$ cat src/rtl/ddr2_controller_dmaster_skid_timing_adt.sv
// Avalon-ST ready-latency adapter (IN_READY_LATENCY -> 0) built on a small fall-through FIFO.
// Optional sticky overflow detection is enabled with `define DDR2_TA_OVERFLOW_DETECT_EN.
module ddr2_controller_dmaster_skid_timing_adt #(
    parameter int DATA_WIDTH       = 8,
    parameter int DEPTH            = 4,
    parameter int IN_READY_LATENCY = 0
) (
    input  logic                           clk,
    input  logic                           reset,
    input  logic                           in_valid,
    input  logic [DATA_WIDTH-1:0]          in_data,
    output logic                           in_ready,
    output logic                           out_valid,
    output logic [DATA_WIDTH-1:0]          out_data,
    input  logic                           out_ready,
    output logic [$clog2(DEPTH+1)-1:0]     fill_level,
    output logic                           overflow
);

    localparam int AW = $clog2(DEPTH);
    localparam int CW = $clog2(DEPTH+1);
    localparam logic [CW-1:0] FULL = CW'(DEPTH);
    localparam logic [CW-1:0] LAT  = CW'(IN_READY_LATENCY);

    logic [DATA_WIDTH-1:0] mem [DEPTH];
    logic [AW-1:0]         wr_ptr;
    logic [AW-1:0]         rd_ptr;
    logic [CW-1:0]         count;
    logic [CW-1:0]         count_next;
    logic                  in_ready_q;
    logic                  wr;
    logic                  rd;

    // Outputs read as idle during the reset cycle itself, before the registers clear.
    assign out_valid  = (count != '0) && !reset;
    assign fill_level = reset ? '0 : count;
    assign in_ready   = in_ready_q && !reset;
    assign out_data   = mem[rd_ptr];

    always_comb begin
        wr = in_valid && (count != FULL);
        rd = out_valid && out_ready;
        count_next = count;
        case ({wr, rd})
            2'b10:   count_next = count + 1'b1;
            2'b01:   count_next = count - 1'b1;
            default: count_next = count;
        endcase
    end

    always_ff @(posedge clk) begin
        if (reset) begin
            wr_ptr     <= '0;
            rd_ptr     <= '0;
            count      <= '0;
            in_ready_q <= 1'b1;
        end else begin
            if (wr) wr_ptr <= wr_ptr + 1'b1;
            if (rd) rd_ptr <= rd_ptr + 1'b1;
            count <= count_next;
            // Headroom must cover every beat already committed by the upstream latency.
            in_ready_q <= (FULL - count_next) > LAT;
        end
    end

    always_ff @(posedge clk) begin
        if (wr) mem[wr_ptr] <= in_data;
    end

`ifdef DDR2_TA_OVERFLOW_DETECT_EN
    logic overflow_q;
    logic drop;

    assign drop     = in_valid && (count == FULL);
    assign overflow = overflow_q;

    always_ff @(posedge clk) begin
        if (reset)     overflow_q <= 1'b0;
        else if (drop) overflow_q <= 1'b1;
    end

`ifndef SYNTHESIS
    always_ff @(posedge clk) begin
        if (!reset && drop) $display("%m: beat dropped while FIFO full");
    end
`endif
`else
    assign overflow = 1'b0;
`endif

endmodule
$ cat config.mk
export PLATFORM = sky130hd
export DESIGN_NAME = ddr2_controller_dmaster_skid_timing_adt
export DESIGN_NICKNAME = d
export VERILOG_FILES = /design/src/rtl/ddr2_controller_dmaster_skid_timing_adt.sv
export SDC_FILE = /design/constraint.sdc
export NUM_CORES = 1
export LEC_CHECK = 0
export ABC_AREA = 1
export BUFFER_PORTS_ARGS = -buffer_cell sky130_fd_sc_hd__buf_4
export CAP_MARGIN = 20
export CORE_MARGIN = 1
export CORE_UTILIZATION = 55
export DETAILED_ROUTE_END_ITERATION = 7
export GPL_TIMING_DRIVEN = 0
export MAX_ROUTING_LAYER = met4
export PLACE_DENSITY = 0.77
export SLEW_MARGIN = 20
export SYNTH_ARGS = -nofsm -noshare
export SYNTH_HDL_FRONTEND = slang
export SYNTH_SLANG_ARGS = --single-unit
$ cat constraint.sdc
create_clock -name clk -period 3.8 [get_ports clk]
set_input_delay 0.38 -clock clk [delete_from_list [all_inputs] [get_ports clk]]
set_output_delay 0.38 -clock clk [all_outputs]
set_load 0.005 [all_outputs]
=== Yosys cells after proc, flatten, opt, wreduce, memory -nomap -nowiden ===
Memory sizes are Yosys's and may differ from the RTL's. A register that Yosys moved wholly into a read port is not among the register bits.
Cells that the tools add are included.

* Bits in registers: 8
* RAM bits: 32
* Input port bits: 12
* Output and inout port bits: 14
* Logic and storage cells: 26
* Memories kept: 1

* $add $sub $neg: 5
* Order comparisons: 1
* Equality and inequality tests: 3
* Multiplexer cells: 6
* Reductions and logical operators: 6

{| class="wikitable"
|+ Memory list
! name !! depth !! bits a word !! read ports !! clocked after Yosys merged registers in !! wr ports !! line !! RTL
|-
| mem || 4 || 8 || 1 || 1 || 1 || 25 || <nowiki>logic [DATA_WIDTH-1:0] mem [DEPTH];</nowiki>
|}

{| class="wikitable"
|+ Operators with widths
! operator !! number
|-
| $pmux W3 S2 || 1
|-
| $add A2 B1 Y2 const B || 2
|-
| $logic_and A1 B1 Y1 || 4
|-
| $mux W2 || 2
|-
| $add A3 B1 Y3 const B || 1
|-
| $gt A3 B1 Y1 const B || 1
|-
| $mux W3 || 1
|-
| $ne A3 B3 Y1 const B || 1
|-
| $reduce_bool A3 Y1 || 1
|-
| $sub A3 B1 Y3 const B || 1
|-
| $sub A3 B3 Y3 const A || 1
|-
| $eq A2 B1 Y1 const B || 1
|-
| $eq A2 B2 Y1 const B || 1
|-
| $mux W1 || 2
|-
| $logic_not A1 Y1 || 1
|}

=== Logic depth before layout (Yosys ltp) ===
Gate-level depths: netlist of run 1.

* Depth after elaboration: 7
* Depth in mapped cells: 12
* Gate-level depth less buffers: 12

=== Least setup slack after synthesis of run 1 ===
Ideal clock, no wire load.

* Path type: input port to flip-flop
* Start point: input reset
* End point: register count[2]
* Setup time: 116 ps
* Arrival: 1,592 ps
* Data required time: 3,684 ps
* Setup slack: 2,092 ps
* Cell stages on the path: 11
* Cell sequence: inv_2 -> nand3_2 -> inv_1 -> ha_1 -> inv_1 -> fa_1 -> inv_1 -> nand2_1 -> nand3_1 -> nand2_1 -> and3_2

* Cells in the longest elaborated chain, start to end: 5
* Elaborated cells between the ends (all ways): 6

{| class="wikitable"
|+ RTL lines
! item !! line !! RTL
|-
| from (decl) || 9 || <nowiki>input logic reset,</nowiki>
|-
| $logic_not A1 Y1 (*) || 35 || <nowiki>assign out_valid = (count != '0) && !reset;</nowiki>
|-
| $logic_and A1 B1 Y1 (*) || 35 ||
|-
| $logic_and A1 B1 Y1 (*) || 42 || <nowiki>rd = out_valid && out_ready;</nowiki>
|-
| named net rd || 32 || <nowiki>logic rd;</nowiki>
|-
| $eq A2 B1 Y1 or $eq A2 B2 Y1 (tied branches) || 44 || <nowiki>case ({wr, rd})</nowiki>
|-
| $pmux W3 S2 (*) || 44 ||
|-
| to (signal assigned) || 60 || <nowiki>count <= count_next;</nowiki>
|-
| to (decl) || 28 || <nowiki>logic [CW-1:0] count;</nowiki>
|}

The timed path passes the listed nets; every way through them passes the cells marked *.
A chain may end at the register's enable or synchronous reset.

=== Worst setup path in the final report of run 1 ===
* Start point: register count[1]
* End point: register in_ready_q

* Cells in the longest elaborated chain, start to end: 7
* Elaborated cells between the ends (all ways): 12

{| class="wikitable"
|+ RTL lines
! item !! line !! RTL
|-
| $reduce_bool A3 Y1 || 35 ||
|-
| $logic_and A1 B1 Y1 || 35 ||
|-
| $logic_and A1 B1 Y1 || 42 ||
|-
| $eq A2 B1 Y1 or $eq A2 B2 Y1 (tied branches) || 44 ||
|-
| $pmux W3 S2 (*) || 44 ||
|-
| $sub A3 B3 Y3 (*) || 62 || <nowiki>in_ready_q <= (FULL - count_next) > LAT;</nowiki>
|-
| $gt A3 B1 Y1 (*) || 62 ||
|-
| to (signal assigned) || 62 ||
|-
| to (decl) || 30 || <nowiki>logic in_ready_q;</nowiki>
|}

Mark *: on every way between the ends. The rest lies on a longest branch, timed or not.

==> results of run 1 <==
worst paths after layout:
path / slack [ns] / to / cells after the start / from
worst min register to register: 0.53 / rd_ptr[1] / 2 / rd_ptr[1]
worst max-delay path: 1.81 / in_ready_q / 9 / count[1]
worst max register to register: 1.81 / in_ready_q / 9 / count[1]
worst min-delay path: 0.23 / mem[0][7] / 1 / in_data[7]
placed cells by master (no fill, tap or decap), types with 5 or more instances in the layout:
cell type	netlist	routed
nand2_1	9	9
o21ai_0	15	15
buf_4	1	25
ha_1	5	5
clkbuf_4	0	5
inv_1	19	19
dfxtp_1	10	10
nor2_1	34	34
o22ai_1	8	8
edfxtp_1	32	32
kinds of logic (layout without fill, tap and decap cells):
family	Yosys count	after routing	synth area share, %
simple gates	52	52	12.7
compound gates	29	29	9.41
buf+inv	25	57	6.37
flops	42	42	65.6
xor+xnor	2	2	0.990
fa+ha+maj	6	6	4.67
other cells	1	1	0.212
Yosys cell counts (2+ instances only):
| library cell | count | share of area, % |
|---|---|---|
| dfxtp_1 | 10 | 11 |
| nand2_2 | 2 | 0.71 |
| o21ai_0 | 15 | 4.2 |
| ha_1 | 5 | 3.5 |
| nand4_1 | 2 | 0.71 |
| o22ai_1 | 8 | 2.8 |
| nor2_1 | 34 | 7.2 |
| o21ai_2 | 3 | 1.5 |
| nand2_1 | 9 | 1.9 |
| o21ai_1 | 2 | 0.57 |
| buf_6 | 2 | 1.3 |
| inv_1 | 19 | 4.0 |
| nand3_1 | 2 | 0.57 |
| edfxtp_1 | 32 | 54 |
| inv_2 | 3 | 0.64 |
registers in the layout, summed over array words and instances (netlist names), named ones only:
| register | count |
|---|---|
| rd_ptr | 2 |
| wr_ptr | 2 |
| mem | 32 |
| in_ready_q | 1 |
| count | 3 |
stage by stage:
stage	hold slack [ns]	area (um^2)	total power, mW
finish	0.226	2060	0.968
floorplan	0.451	1770	0.673
CTS	0.212	2060	0.970
global placement	0.485	2000	0.745
global route	0.212	2060	1.01
detailed placement	0.513	2000	0.757
report_power, final:
group	switching, mW	leakage (nW)	internal, mW
Sequential	0.0225	0.376	0.528
Combinational	0.111	0.443	0.0848
Clock	0.136	0.0333	0.0862
worst reg2reg max path: stages, from the launching register on:
cell and delay [ns]:
dfxtp_1 0.37, nor2_1 0.17, nand2_1 0.12, nand2_4 0.12, ha_1 0.18, inv_1 0.07
fa_1 0.47, o21ai_0 0.10, nor2_1 0.16, nand4_1 0.12
metal layers:
| layer | up-vias | track usage, % | wire [um] |
|---|---|---|---|
| met5 | - | - | 0 |
| met4 | 0 | 14.6 | 44 |
| met1 | 560 | 24.0 | 1300 |
| met3 | 6 | 4.84 | 221 |
| met2 | 53 | 38.8 | 1750 |
| li1 | 595 | - | - |
area by class of cell:
| type | count | area (um^2) | area share, % |
|---|---|---|---|
| Clock inverter | 2 | 7.51 | 0.364 |
| Inverter | 22 | 82.6 | 4.00 |
| Multi-Input combinational cell | 90 | 495 | 24.0 |
| Timing Repair Buffer | 24 | 180 | 8.73 |
| Sequential cell | 42 | 1160 | 56.3 |
| Tap cell | 44 | 55.1 | 2.67 |
| Buffer | 3 | 30.0 | 1.46 |
| Clock buffer | 6 | 51.3 | 2.49 |
==> results.toml, run 1 <==
[finish]
drive_above_1_share_pct = 23.3
syn_to_final_growth_pct = 16.6
diodes = 0
n_fill_cell = 232
instances_no_fill = 233
final_core_util_pct = 67.6
nNetsFinal = 206

[timing]
rsz0062_at_grt = "no"
fin_ws_ns = 1.81
setup_tns_ns = 0
fin_worst_skew_ns = 0.0115
finalCritPeriodShare_pct = 52.4
min_period_ns = 1.99
slew_violations = 0
setup_viol = 0
slew_headroom_pct = 49.9
tightestPinTransition_ns = 0.748
hold_violations = 0
fmax_mhz = 502

[clock_tree]
path_clk_slew_ns = 0.12
ctsResizeCount = 0
cts_tree = "yes"
cts-root-buf = "clkbuf_4"
clockBufferDepth = 2
post_cts_buffers = 0
ctsHoldBuffers = 0
cts_sinks = 42
insertion_delay_ns = 0.35
numCtsBuffers = 5
htreeDepth = 2

[grt]
antenna_found_initial = 0
grt_max_degree = 13
grt_pass1_vias = 1205
grt_pass1_wl_um = 5210
grt_usage_pct = 22.8
grt_remaining_overflow = 0

[setup_path]
cp.required_ns = 4.03
path_max_fanout = 8
path_delay_family = "simple AND/OR/NAND/NOR gates"
critPathKind = "reg2reg"
cp_slowest_cell = "fa_1"
cpPeakStageDelay_ns = 0.47
critPathLaunchType = "flip-flop"
crit_buf_inv = 1
cp-end-kind = "flip-flop"
path_cells = "nor2_1, nand2_1, nand2_4, ha_1, inv_1, fa_1, o21ai_0, nor2_1, nand4_1"
cpMostUsedCell = "nor2_1"
critical_path_arrival_ns = 2.22

[logic_synthesis]
ys_seq_area_share_pct = 65.6
synth_edf_count = 32
synth_area_um2 = 1770
synth_nets = 175
avgSynthCellArea_um2 = 11.3
synth_seq_cells = 42
synth_cell_types = 24
synth-main-ff-cell = "edfxtp_1"
synth_cells = 157
ys_warn_count = 0
synthArstFlopShare_pct = 0

[detailed_routing]
drt_iter0_drc = 63
drc = 0
drt_wl_total_um = 3320
wire_per_inst_um = 14.3
vias_per_cell = 5.21
ant_nets = 0
vias = 1214
first_pass_iters = 6

[floorplanning]
dieArea_um2 = 3450
start_util_pct = 58.0
io-pin-count = 26
core_um2 = 3050
die_h_um = 58.7
die_x_um = 58.7
rows = 20

[placement]
gp_congestion = 0.758
hpwl_um = 2330
dp_cells = 225
portBuffers = 24
dp_slack_ns = 1.73

[pwr]
leakage_nw = 0.852
vdd_drop_max_mv = 0.288
cellPowerDensity_nw_per_um2 = 469

[run]
maxCapViolCount = 0

[status]
status = "finished clean"

[min_path]
hp-class = "in2reg"
(Power assumes the default switching activity.)
==> run 2, diff against run 1 <==
--- a/config.mk
+++ b/config.mk
@@ -5,15 +5,15 @@
 export SDC_FILE = /design/constraint.sdc
 export NUM_CORES = 1
 export LEC_CHECK = 0
-export ABC_AREA = 1
+export ABC_AREA = 0
 export BUFFER_PORTS_ARGS = -buffer_cell sky130_fd_sc_hd__buf_4
 export CAP_MARGIN = 20
 export CORE_MARGIN = 1
-export CORE_UTILIZATION = 55
+export CORE_UTILIZATION = 50
 export DETAILED_ROUTE_END_ITERATION = 7
 export GPL_TIMING_DRIVEN = 0
 export MAX_ROUTING_LAYER = met4
-export PLACE_DENSITY = 0.77
+export PLACE_DENSITY = 0.74
 export SLEW_MARGIN = 20
 export SYNTH_ARGS = -nofsm -noshare
 export SYNTH_HDL_FRONTEND = slang
==> constraint.sdc (replaced) <==
create_clock -name clk -period 1.6 [get_ports clk]
set_input_delay 0.16 -clock clk [delete_from_list [all_inputs] [get_ports clk]]
set_output_delay 0.16 -clock clk [all_outputs]
set_load 0.005 [all_outputs]
==> run 2 against run 1 <==
Net effect: the flow now finishes with violations (setup timing); largest cell class unchanged; clock-buffer cell count stayed put; largest power group unchanged; worst setup slack lost 2.4 ns; routed wire length down 15%; non-clock buffer count increased by 8; sequential share of layout area shrank 2.3 points; final area up 4.9%; clock skew down 0.0062 ns; global-route usage down 4.3 points; worst hold slack got worse by 0.21 ns; synthesized cell count decreased by 34%; register-to-register slack got worse by 2.4 ns.
==> results.toml, run 2 <==
[finish]
n_fill_cell = 223
regArea_um2 = 1170
top_register = "mem"
final_cell_mix = "32 x edfxtp_1, 22 x buf_4, 9 x buf_6"
nNetsFinal = 159
multi_input_area_um2 = 546
largest_reg_flops = 32
instances_no_fill = 186
layout_commonest_cell = "edfxtp_1"
final_cell_area_um2 = 2160
diodes = 0
top_regs = "mem (32), count (3)"
drive_above_1_share_pct = 44.4
syn_to_final_growth_pct = 25.8

[logic_synthesis]
synth_area_um2 = 1720
synth_seq_cells = 42
synth_cell_types = 28
ys_warn_count = 0
synth_edf_count = 32
ys_seq_area_share_pct = 67.5
synth-main-ff-cell = "edfxtp_1"
synth_common_cells = "32 x edfxtp_1, 10 x dfxtp_1, 8 x inv_1, 8 x mux4_2, 6 x nor2_1"
yosysMostFrequentCell = "edfxtp_1"
synth_area_leaders = "edfxtp_1 56%, dfxtp_1 12%, mux4_2 10%, ha_1 3.6%, mux2i_1 1.7%"
synth_top_area_cell = "edfxtp_1"
avgSynthCellArea_um2 = 16.5
synth_cells = 104
synth_nets = 122
synth_top_cell_area_share_pct = 55.9
synthArstFlopShare_pct = 0

[min_path]
hp-class = "in2reg"

[clock_tree]
htreeDepth = 2
clockBufferDepth = 2
cts_tree = "yes"
insertion_delay_ns = 0.33
cts-root-buf = "clkbuf_4"
cts_sinks = 42
path_clk_slew_ns = 0.11
numCtsBuffers = 5

[setup_path]
critical_path_arrival_ns = 2.38
cp-end-kind = "flip-flop"
path_max_fanout = 3
critPathKind = "reg2reg"
critPathLaunchType = "flip-flop"
cp.required_ns = 1.84

[grt]
grt_max_degree = 13
grt_remaining_overflow = 0
antenna_found_initial = 0
grt_pass1_wl_um = 4470
grt_pass1_vias = 997
grt_usage_pct = 18.5

[detailed_routing]
vias_per_cell = 5.20
drt_iter0_drc = 13
vias = 968
wire_per_inst_um = 15.3
first_pass_iters = 4
drt_wl_total_um = 2840
ant_nets = 0
drc = 0

[timing]
fin_ws_ns = -0.544
timing.hold.ws_ns = 0.0148
fmax_mhz = 466
min_period_ns = 2.14
rsz0062_at_grt = "yes"
hold_violations = 0
slew_violations = 0
setup_viol = 12
finalCritPeriodShare_pct = 134
fin_worst_skew_ns = 0.00534

[placement]
hpwl_um = 1910
portBuffers = 24
place_area_um2 = 1970
gp_congestion = 0.721
dp_cells = 172
dp_slack_ns = -0.658

[run]
maxCapViolCount = 0

[floorplanning]
rows = 20
dieArea_um2 = 3680
die_x_um = 60.6
start_util_pct = 54.5
io-pin-count = 26
core_um2 = 3150
die_h_um = 60.6

[status]
violations = "setup timing"
status = "finished with violations"

[pwr]
vdd_drop_max_mv = 0.728
power_mw = 2.62
leakage_nw = 0.802
cellPowerDensity_nw_per_um2 = 1210
run 2: worst max-delay path, stage by stage (launching register included):
cell	delay [ns]
dfxtp_4	0.37
or3_4	0.36
and3_4	0.20
ha_4	0.16
inv_2	0.05
fa_2	0.18
xor2_1	0.08
or3_1	0.34
a211o_1	0.30
run 2: timing repair:
| item | in CTS | in global routing |
|---|---|---|
| pin swaps | 7 | 1 |
| gates resized for setup | 22 | 6 |
| setup buffers | 5 | 1 |
| endpoints found under the setup margin | 25 | 13 |
| endpoints found under the hold margin | 0 | 8 |
| hold buffers | 0 | 2 |
run 2: cell families after synthesis:
family,synth area share (%)
AO/OA/AOI/OAI,3.64
XOR/XNOR,1.02
adder cells (fa/ha/maj),4.80
buffers and inverters,3.64
flip-flops,67.5
multiplexers,12.9
other,0.218
AND/OR/NAND/NOR,6.26
run 2: layer usage:
layer	track usage, %	vias to the layer above	share of wire, %
met5	-	-	0
met4	9.74	0	2.4
met3	4.48	9	4.6
met2	31.1	29	53
met1	20.2	472	40
li1	-	458	-
run 2: final timing paths:
kind | startpoint | end | slack, ns | cells past startpoint
min reg2reg | wr_ptr[1] | wr_ptr[1] | 0.51 | 2
max reg2reg | count[0] | in_ready_q | -0.54 | 8
min | in_data[5] | mem[3][5] | 0.01 | 1
max | count[0] | in_ready_q | -0.54 | 8
run 2: where the power goes:
part	internal (mW)	leakage, nW	switching (mW)	total (mW)
logic	0.469	0.394	0.321	0.790
clock network	0.165	0.0297	0.312	0.477
registers	1.29	0.378	0.0669	1.35
total	1.92	0.802	0.700	2.62
run 2: cell type report:
| cell class | instances | area share (%) |
|---|---|---|
| sequential | 42 | 54.0 |
| multi-input combinational | 49 | 25.2 |
| timing repair buffer | 32 | 12.9 |
| tap | 44 | 2.54 |
| clock buffer | 6 | 1.91 |
| buffer | 3 | 1.50 |
| inverter | 8 | 1.50 |
| clock inverter | 2 | 0.405 |
run 2: stage by stage:
step	TNS [ns]	utilization, %
finish	-1.62	68.6
global route	-2.34	68.6
CTS	-1.64	67.1
detailed placement	-1.76	62.5
global placement	-1.56	62.5
floorplan	-1.37	-
==> run 3, diff against run 2 <==
--- a/config.mk
+++ b/config.mk
@@ -14,6 +14,7 @@
 export GPL_TIMING_DRIVEN = 0
 export MAX_ROUTING_LAYER = met4
 export PLACE_DENSITY = 0.74
+export SKIP_LAST_GASP = 1
 export SLEW_MARGIN = 20
 export SYNTH_ARGS = -nofsm -noshare
 export SYNTH_HDL_FRONTEND = slang
==> run 3 against run 2 <==
Net effect: the run still ends with setup timing left; maximum frequency fell by 0.92%; die area did not move; cell count did not move; routed wire length rose by 1.7%; non-clock buffer count did not move; clock power barely moved; combinational power rose by 2%; utilization rose by 0.36 points; worst setup slack got worse by 0.020 ns; final area rose by 0.52%; sequential power barely moved; via count rose by 0.21%; critical endpoint unchanged; largest power group unchanged.
==> results.toml, run 3 (synthesis gave the netlist of run 2 again) <==
[timing]
setup_viol = 12
fin_worst_skew_ns = 0.00553
fmax_mhz = 462
finalCritPeriodShare_pct = 135
hold_violations = 0
setup_tns_ns = -1.67
rsz0062_at_grt = "yes"
min_period_ns = 2.16
fin_ws_ns = -0.564
slew_violations = 0
timing.hold.ws_ns = 0.0178

[detailed_routing]
wire_per_inst_um = 15.5
drt_iter0_drc = 9
first_pass_iters = 4
vias_per_cell = 5.22
drt_wl_total_um = 2890
drc = 0
ant_nets = 0
vias = 970

[run]
maxCapViolCount = 0

[setup_path]
cp.required_ns = 1.84
critPathKind = "reg2reg"
rr_startpoint = "count[1]"
critPathLaunchType = "flip-flop"
critical_path_arrival_ns = 2.40
cp-end-kind = "flip-flop"
cp-startpoint = "count[1]"
path_max_fanout = 7

[clock_tree]
insertion_delay_ns = 0.33
cts_sinks = 42
cts_tree = "yes"
clockBufferDepth = 2
cts-root-buf = "clkbuf_4"
path_clk_slew_ns = 0.11
htreeDepth = 2
numCtsBuffers = 5

[finish]
top_regs = "mem (32), count (3)"
diodes = 0
layout_commonest_cell = "edfxtp_1"
syn_to_final_growth_pct = 26.5
drive_above_1_share_pct = 45.1
largest_reg_flops = 32
nNetsFinal = 159
top_register = "mem"
final_cell_mix = "32 x edfxtp_1, 21 x buf_4, 10 x buf_6"
final_cell_area_um2 = 2170
n_fill_cell = 226

[floorplanning]
start_util_pct = 54.5
rows = 20
die_x_um = 60.6
dieArea_um2 = 3680
core_um2 = 3150
die_h_um = 60.6
io-pin-count = 26

[placement]
portBuffers = 24
dp_slack_ns = -0.658
hpwl_um = 1910
place_area_um2 = 1970
gp_congestion = 0.721

[grt]
grt_remaining_overflow = 0
antenna_found_initial = 0
grt_pass1_wl_um = 4470
grt_pass1_vias = 997
grt_usage_pct = 18.5
grt_max_degree = 13

[pwr]
vdd_drop_max_mv = 0.680
cellPowerDensity_nw_per_um2 = 1210
leakage_nw = 0.803

[min_path]
worstHoldStart = "in_data[5]"
hp-class = "in2reg"

[status]
status = "finished with violations"
violations = "setup timing"
==> run 3: cell counts in the layout (fill, tap and decap cells not counted) <==
No cell type changed its count.
==> run 3: worst paths after layout <==
check               end  slack, ns  depth (start not counted)
max          in_ready_q      -0.56                          9
min           mem[2][5]       0.02                          1
max reg2reg  in_ready_q      -0.56                          9
min reg2reg   wr_ptr[1]       0.51                          2
==> run 3: power by group <==
| part | internal (mW) | switching [mW] | total (mW) | leakage, nW |
|---|---|---|---|---|
| combinational | 0.476 | 0.326 | 0.802 | 0.396 |
| clock | 0.165 | 0.308 | 0.474 | 0.0297 |
| sequential | 1.29 | 0.0681 | 1.36 | 0.378 |
==> run 3: timing repair <==
item,in CTS,in global routing
resized for setup,20,11
hold endpoints to repair,0,8
buffers inserted,5,1
pin swaps,7,1
endpoints found under the setup margin,25,13
hold buffers,0,2
==> run 3: stage by stage <==
step           instances  utilization [%]  power (mW)
2_1_floorplan        104                -        1.73
3_3_place_gp         172             62.5        1.93
3_5_place_dp         172             62.5        1.96
4_1_cts              183             67.1        2.57
5_1_grt              186             69.0        2.76
6_report             186             69.0        2.63
==> run 3: critical path: stages, from the launching register on <==
cell and delay (ns):
dfxtp_2 0.36, nor2_4 0.15, a21boi_4 0.10, inv_1 0.12, ha_4 0.16, inv_2 0.04
fa_2 0.32, xor2_1 0.18, or3_1 0.33, a211o_1 0.30
==> run 3: cell type report <==
| class | count | area, um^2 | share of cell area (%) |
|---|---|---|---|
| Inverter | 8 | 32.5 | 1.50 |
| Tap cell | 44 | 55.1 | 2.53 |
| Multi-Input combinational cell | 49 | 553 | 25.4 |
| Buffer | 3 | 32.5 | 1.50 |
| Clock inverter | 2 | 8.76 | 0.403 |
| Timing Repair Buffer | 32 | 283 | 13.0 |
| Clock buffer | 6 | 41.3 | 1.90 |
| Sequential cell | 42 | 1170 | 53.7 |
==> run 3: metal layers <==
metal | global-route usage (%) | share of wire (%)
met2 | 31.1 | 54
met3 | 4.48 | 5.4
met4 | 9.74 | 2.7
met1 | 20.2 | 38
met5 | - | 0
